===== src/rtl/cpu8_pkg.sv =====
// Shared definitions for the 8-bit toy CPU control path: opcodes, FSM state
// encoding (also shown on the seven-segment display) and instruction field positions.
package cpu8_pkg;

  // Opcodes held in ir[7:6]
  localparam logic [1:0] OP_ADD = 2'b00;
  localparam logic [1:0] OP_LW  = 2'b01;
  localparam logic [1:0] OP_SW  = 2'b10;
  localparam logic [1:0] OP_J   = 2'b11;

  // Control FSM states; the numeric values are visible on state_dbg
  localparam logic [2:0] ST_FETCH  = 3'd0;
  localparam logic [2:0] ST_DECODE = 3'd1;
  localparam logic [2:0] ST_EXEC   = 3'd2;
  localparam logic [2:0] ST_MEM    = 3'd3;
  localparam logic [2:0] ST_WB     = 3'd4;
  localparam logic [2:0] ST_PAUSE  = 3'd5;

  // Instruction field slice positions
  localparam int IR_OP_HI = 7;
  localparam int IR_OP_LO = 6;
  localparam int IR_RS_HI = 5;
  localparam int IR_RS_LO = 4;
  localparam int IR_RT_HI = 3;
  localparam int IR_RT_LO = 2;
  localparam int IR_RD_HI = 1;
  localparam int IR_RD_LO = 0;

  // Decoded instruction class plus the register the result goes to
  typedef struct packed {
    logic       is_add;
    logic       is_lw;
    logic       is_sw;
    logic       is_j;
    logic [1:0] wb_addr;
  } dec_t;

  function automatic logic [1:0] ir_op(input logic [7:0] ir);
    return ir[IR_OP_HI:IR_OP_LO];
  endfunction

endpackage


===== src/rtl/cpu8_decode.sv =====
// Combinational instruction decoder: opcode class flags, writeback register
// selection (add writes rd, lw writes rt) and the sign-extended jump offset.
module cpu8_decode
  import cpu8_pkg::*;
#(
  parameter int PC_W = 8
) (
  input  logic [7:0]      ir_i,
  output dec_t            dec_o,
  output logic [PC_W-1:0] imm_o
);

  logic [1:0] op;
  logic [1:0] rs_unused;

  // Decode the latched instruction into class flags, destination and offset
  always_comb begin
    op        = ir_op(ir_i);
    rs_unused = ir_i[IR_RS_HI:IR_RS_LO];

    dec_o.is_add = (op == OP_ADD);
    dec_o.is_lw  = (op == OP_LW);
    dec_o.is_sw  = (op == OP_SW);
    dec_o.is_j   = (op == OP_J);

    if (op == OP_LW) begin
      dec_o.wb_addr = ir_i[IR_RT_HI:IR_RT_LO];
    end else begin
      dec_o.wb_addr = ir_i[IR_RD_HI:IR_RD_LO];
    end

    // Two-bit immediate sign-extended to the pc width (range -2..+1)
    imm_o = {{(PC_W-2){ir_i[IR_RD_HI]}}, ir_i[IR_RD_HI:IR_RD_LO]};
  end

endmodule


===== src/rtl/cpu8_multicycle_ctrl.sv =====
// Multi-cycle control FSM of the toy CPU. Fetches one ROM byte per instruction,
// sequences decode / execute / memory / writeback, bounds memory waits with a
// timeout that sets a sticky error, and supports single-step via a PAUSE state.
module cpu8_multicycle_ctrl
  import cpu8_pkg::*;
#(
  parameter int PC_W        = 8,
  parameter int MEM_TIMEOUT = 15
) (
  input  logic            clk50,
  input  logic            reset,
  input  logic [7:0]      instr,
  input  logic            step_mode,
  input  logic            step,
  input  logic            mem_ack,
  output logic [PC_W-1:0] pc,
  output logic [7:0]      ir,
  output logic            reg_we,
  output logic            wb_sel,
  output logic [1:0]      wb_addr,
  output logic            mem_req,
  output logic            mem_we,
  output logic            retire,
  output logic            mem_err,
  output logic [2:0]      state_dbg
);

  // Last MEM wait index before giving up (counter is 4 bits wide)
  localparam logic [3:0] TMO_LAST = 4'(MEM_TIMEOUT - 1);

  logic [2:0]      state_q, state_d;
  logic [PC_W-1:0] pc_q, pc_d;
  logic [7:0]      ir_q, ir_d;
  logic [3:0]      tmo_cnt_q, tmo_cnt_d;
  logic            mem_err_q, mem_err_d;

  dec_t            dec;
  logic [PC_W-1:0] imm;
  logic [PC_W-1:0] next_pc;
  logic            retire_c;
  logic            reg_we_c;
  logic            mem_req_c;

  cpu8_decode #(
    .PC_W (PC_W)
  ) u_decode (
    .ir_i  (ir_q),
    .dec_o (dec),
    .imm_o (imm)
  );

  // Next-state logic: one case arm per state, retire handled uniformly afterwards
  always_comb begin
    state_d   = state_q;
    pc_d      = pc_q;
    ir_d      = ir_q;
    tmo_cnt_d = tmo_cnt_q;
    mem_err_d = mem_err_q;
    retire_c  = 1'b0;
    reg_we_c  = 1'b0;
    mem_req_c = 1'b0;

    // Jumps add the signed offset on top of the normal increment; wraps mod 2^PC_W
    next_pc = pc_q + PC_W'(1) + (dec.is_j ? imm : '0);

    case (state_q)
      ST_FETCH: begin
        ir_d    = instr;
        state_d = ST_DECODE;
      end
      ST_DECODE: begin
        state_d = ST_EXEC;
      end
      ST_EXEC: begin
        if (dec.is_j) begin
          retire_c = 1'b1;
        end else if (dec.is_add) begin
          state_d = ST_WB;
        end else begin
          state_d = ST_MEM;
        end
      end
      ST_MEM: begin
        mem_req_c = 1'b1;
        if (mem_ack) begin
          tmo_cnt_d = '0;
          if (dec.is_lw) begin
            state_d = ST_WB;
          end else begin
            retire_c = 1'b1;
          end
        end else if (tmo_cnt_q == TMO_LAST) begin
          // Give up: flag the error and retire without any register write
          tmo_cnt_d = '0;
          mem_err_d = 1'b1;
          retire_c  = 1'b1;
        end else begin
          tmo_cnt_d = tmo_cnt_q + 4'd1;
        end
      end
      ST_WB: begin
        reg_we_c = 1'b1;
        retire_c = 1'b1;
      end
      ST_PAUSE: begin
        if (step || !step_mode) begin
          state_d = ST_FETCH;
        end
      end
      default: begin
        state_d = ST_FETCH;
      end
    endcase

    if (retire_c) begin
      pc_d    = next_pc;
      state_d = step_mode ? ST_PAUSE : ST_FETCH;
    end
  end

  // Architectural state registers with asynchronous board reset
  always_ff @(posedge clk50 or posedge reset) begin
    if (reset) begin
      state_q   <= ST_FETCH;
      pc_q      <= '0;
      ir_q      <= '0;
      tmo_cnt_q <= '0;
      mem_err_q <= 1'b0;
    end else begin
      state_q   <= state_d;
      pc_q      <= pc_d;
      ir_q      <= ir_d;
      tmo_cnt_q <= tmo_cnt_d;
      mem_err_q <= mem_err_d;
    end
  end

  assign pc        = pc_q;
  assign ir        = ir_q;
  assign reg_we    = reg_we_c;
  assign wb_sel    = reg_we_c & dec.is_lw;
  assign wb_addr   = reg_we_c ? dec.wb_addr : 2'b00;
  assign mem_req   = mem_req_c;
  assign mem_we    = mem_req_c & dec.is_sw;
  assign retire    = retire_c;
  assign mem_err   = mem_err_q;
  assign state_dbg = state_q;

endmodule

===== config.mk =====
export PLATFORM = sky130hd
export DESIGN_NAME = cpu8_multicycle_ctrl
export DESIGN_NICKNAME = d
export VERILOG_FILES = /design/src/rtl/cpu8_pkg.sv /design/src/rtl/cpu8_decode.sv /design/src/rtl/cpu8_multicycle_ctrl.sv
export SDC_FILE = /design/constraint.sdc
export NUM_CORES = 1
export LEC_CHECK = 0
export CAP_MARGIN = 20
export CELL_PAD_IN_SITES_DETAIL_PLACEMENT = 0
export CELL_PAD_IN_SITES_GLOBAL_PLACEMENT = 1
export CORE_AREA = 2 2 62 64
export DETAILED_ROUTE_END_ITERATION = 10
export DIE_AREA = 0 0 64 66
export DONT_BUFFER_PORTS = 1
export PLACE_DENSITY_LB_ADDON = 0.12
export SLEW_MARGIN = 20
export SYNTH_ARGS = -nofsm -noshare
export SYNTH_HDL_FRONTEND = slang
export SYNTH_HIERARCHICAL = 1
export SYNTH_SLANG_ARGS = --single-unit
export TNS_END_PERCENT = 20

===== constraint.sdc =====
create_clock -name clk50 -period 2.7 [get_ports clk50]
set_input_delay 0.54 -clock clk50 [delete_from_list [all_inputs] [get_ports clk50]]
set_output_delay 0.54 -clock clk50 [all_outputs]
set_load 0.05 [all_outputs]

==> reports/metrics.cfg <==
[critical_path]
critPathMaxFanout=10
crit_type=register to primary output
startpoint_type=register
end_kind=primary output
crit_arrival_ns=1.94
required_ns=2.16

[grt]
grt_max_degree=25
antenna_found_initial=0
grt_overflow_total=0
grt.total_usage_pct=17.0
grt_pass1_vias=1211
grt_pass1_wl_um=5620

[worst_hold_path]
min_path_type=input pin to asynchronous set/reset pin

[placed_design]
place_congestion=0.745
place_inst=216
portBuffers=0
place_hpwl_um=2500

[clock_network]
clkSlewWorstSetupHoldPaths_ns=0.13
htreeDepth=1
cts_buffers=3
cts_sinks=24
clock_latency_ns=0.31
cts.path.max_buffers=2
post_cts_resized=0
cts_tree=yes
cts_setup_buffers=0
clockRootBuffer=clkbuf_4
ctsHoldBuffers=0

[drt]
vias=1196
ant_nets=0
wl_per_cell_um=15.1
routed_via_density=5.46
drcViolationCount=0
drt_wl_total_um=3300
dr.pass1.iters=4
drt_iter0_drc=47

[finish]
final_util_pct=48.6
num-fill-cells=336
nets=196
area_growth_pct=8.66
n_antenna_cell=0
drive_above_1_share_pct=19.9
instances_no_fill=219

[yosys]
syn-mean-instance-area_um2=9.52
synth_top_area_share_pct=37.8
synth-edff-count=0
synthArstFlopShare_pct=100
synth.most_common_cell=dfrtp_1
ys_types=41
syn_area_um2=1590
yosys-top-cells-count=dfrtp_1 (24), o21ai_0 (16), nand2_1 (15)
yosys_most_used_dff=dfrtp_1
yosys.area.top_type=dfrtp_1
synth_nets=190
synthTopCellsByArea=dfrtp_1 (38%), ha_1 (7.1%), mux2_2 (5.7%)
seq_area_frac_synth_pct=37.8
netlist_instances=167
yosysWarnings=6
ys_ff_latch=24

[sta]
rsz0062_at_grt=false
tns_ns=0
period_needed_ns=2.48
clock_skew_ns=0.00513
final_max_slew_viol_count=0
final_hold_viol_count=0
fmax_mhz=403
max_slew_margin_pct=39.6
worstMarginPinSlew_ns=0.905
finalSetupViolations=0
post-route-period-util_pct=91.9

[floorplan]
coreArea_um2=3550
die-area_um2=4220
die_y_um=66
rows=22
die_w_um=64
ios=40
initial_core_util_pct=44.7

[outcome]
status=finished, final reports clean

[run]
maxCapViolCount=0

## stage by stage
stage	hold slack [ns]	setup slack [ns]	area, um2
floorplan	0.501	0.177	1590
global placement	0.524	0.478	1700
detailed placement	0.531	0.429	1700
CTS	0.294	0.192	1730
global route	0.296	0.0634	1730
finish	0.294	0.217	1730
## layout make-up
type,instances,area (um2),area share (%)
clock buffers,3,22.5,1.30
inverters,8,32.5,1.88
multi-input cells,125,891,51.6
flip-flops and latches,24,601,34.8
well taps,48,60.1,3.48
repair buffers,11,120,6.96
## metal layers
| metal | GRT usage [%] | routed length (um) | up-vias |
|---|---|---|---|
| met5 | 0 | 0 | - |
| met4 | 4.89 | 19 | 0 |
| met3 | 3.75 | 162 | 2 |
| met2 | 29.8 | 1720 | 23 |
| met1 | 21.0 | 1400 | 581 |
| li1 | - | - | 590 |
## final timing paths
check | start | to | slack, ns | cells after the start
max in group asynchronous | reset | ir[0] | 1.85 | 1
hold reg to reg | tmo_cnt_q[1] | tmo_cnt_q[1] | 0.56 | 2
hold / removal | reset | tmo_cnt_q[0] | 0.29 | 1
setup / recovery | ir[6] | retire | 0.22 | 6
min in group clk50 | mem_ack | tmo_cnt_q[3] | 0.31 | 1
setup reg to reg | ir[7] | pc[6] | 0.40 | 10
## cells by family (layout without fill, tap and decap cells)
kind of cell | count (synthesis) | after routing | synth area share, %
adder cells (fa/ha/maj) | 10 | 10 | 8.35
XOR/XNOR | 4 | 4 | 2.21
AND/OR/NAND/NOR | 58 | 58 | 19.9
multiplexers | 11 | 11 | 8.19
AO/OA/AOI/OAI | 42 | 42 | 17.2
flip-flops | 24 | 24 | 37.8
buffers and inverters | 18 | 22 | 6.30
## critical path, cell delays in order, from the launching register on
cell	delay, ns
dfrtp_1	0.36
buf_4	0.21
nor2b_4	0.26
nand2b_1	0.17
a31oi_4	0.12
a21oi_4	0.32
inv_4	0.18
## sequential cells by signal, indices dropped and copies added (netlist names)
register	flops
ir	8
pc	8
tmo_cnt_q	4
state_dbg	3
mem_err	1
## placed cells by master, fill, tap and decap left out, types with 2 or more instances in the layout
cell and n:
mux2_2 8, ha_1 9, nand3_1 5, mux2_4 2, nand2_1 15, nor2_1 11
buf_4 8, nand2b_1 4, clkbuf_4 3, buf_12 3, and3_1 3, inv_1 7
o21ai_0 16, o31ai_1 2, dfrtp_1 24, and2_1 10, a31oi_1 3, xor2_1 3
a21oi_1 9, a21o_1 2, a211oi_1 2
Power is not shown: default switching activity piles up to over one toggle a cycle in this logic, so the estimate is an artifact.
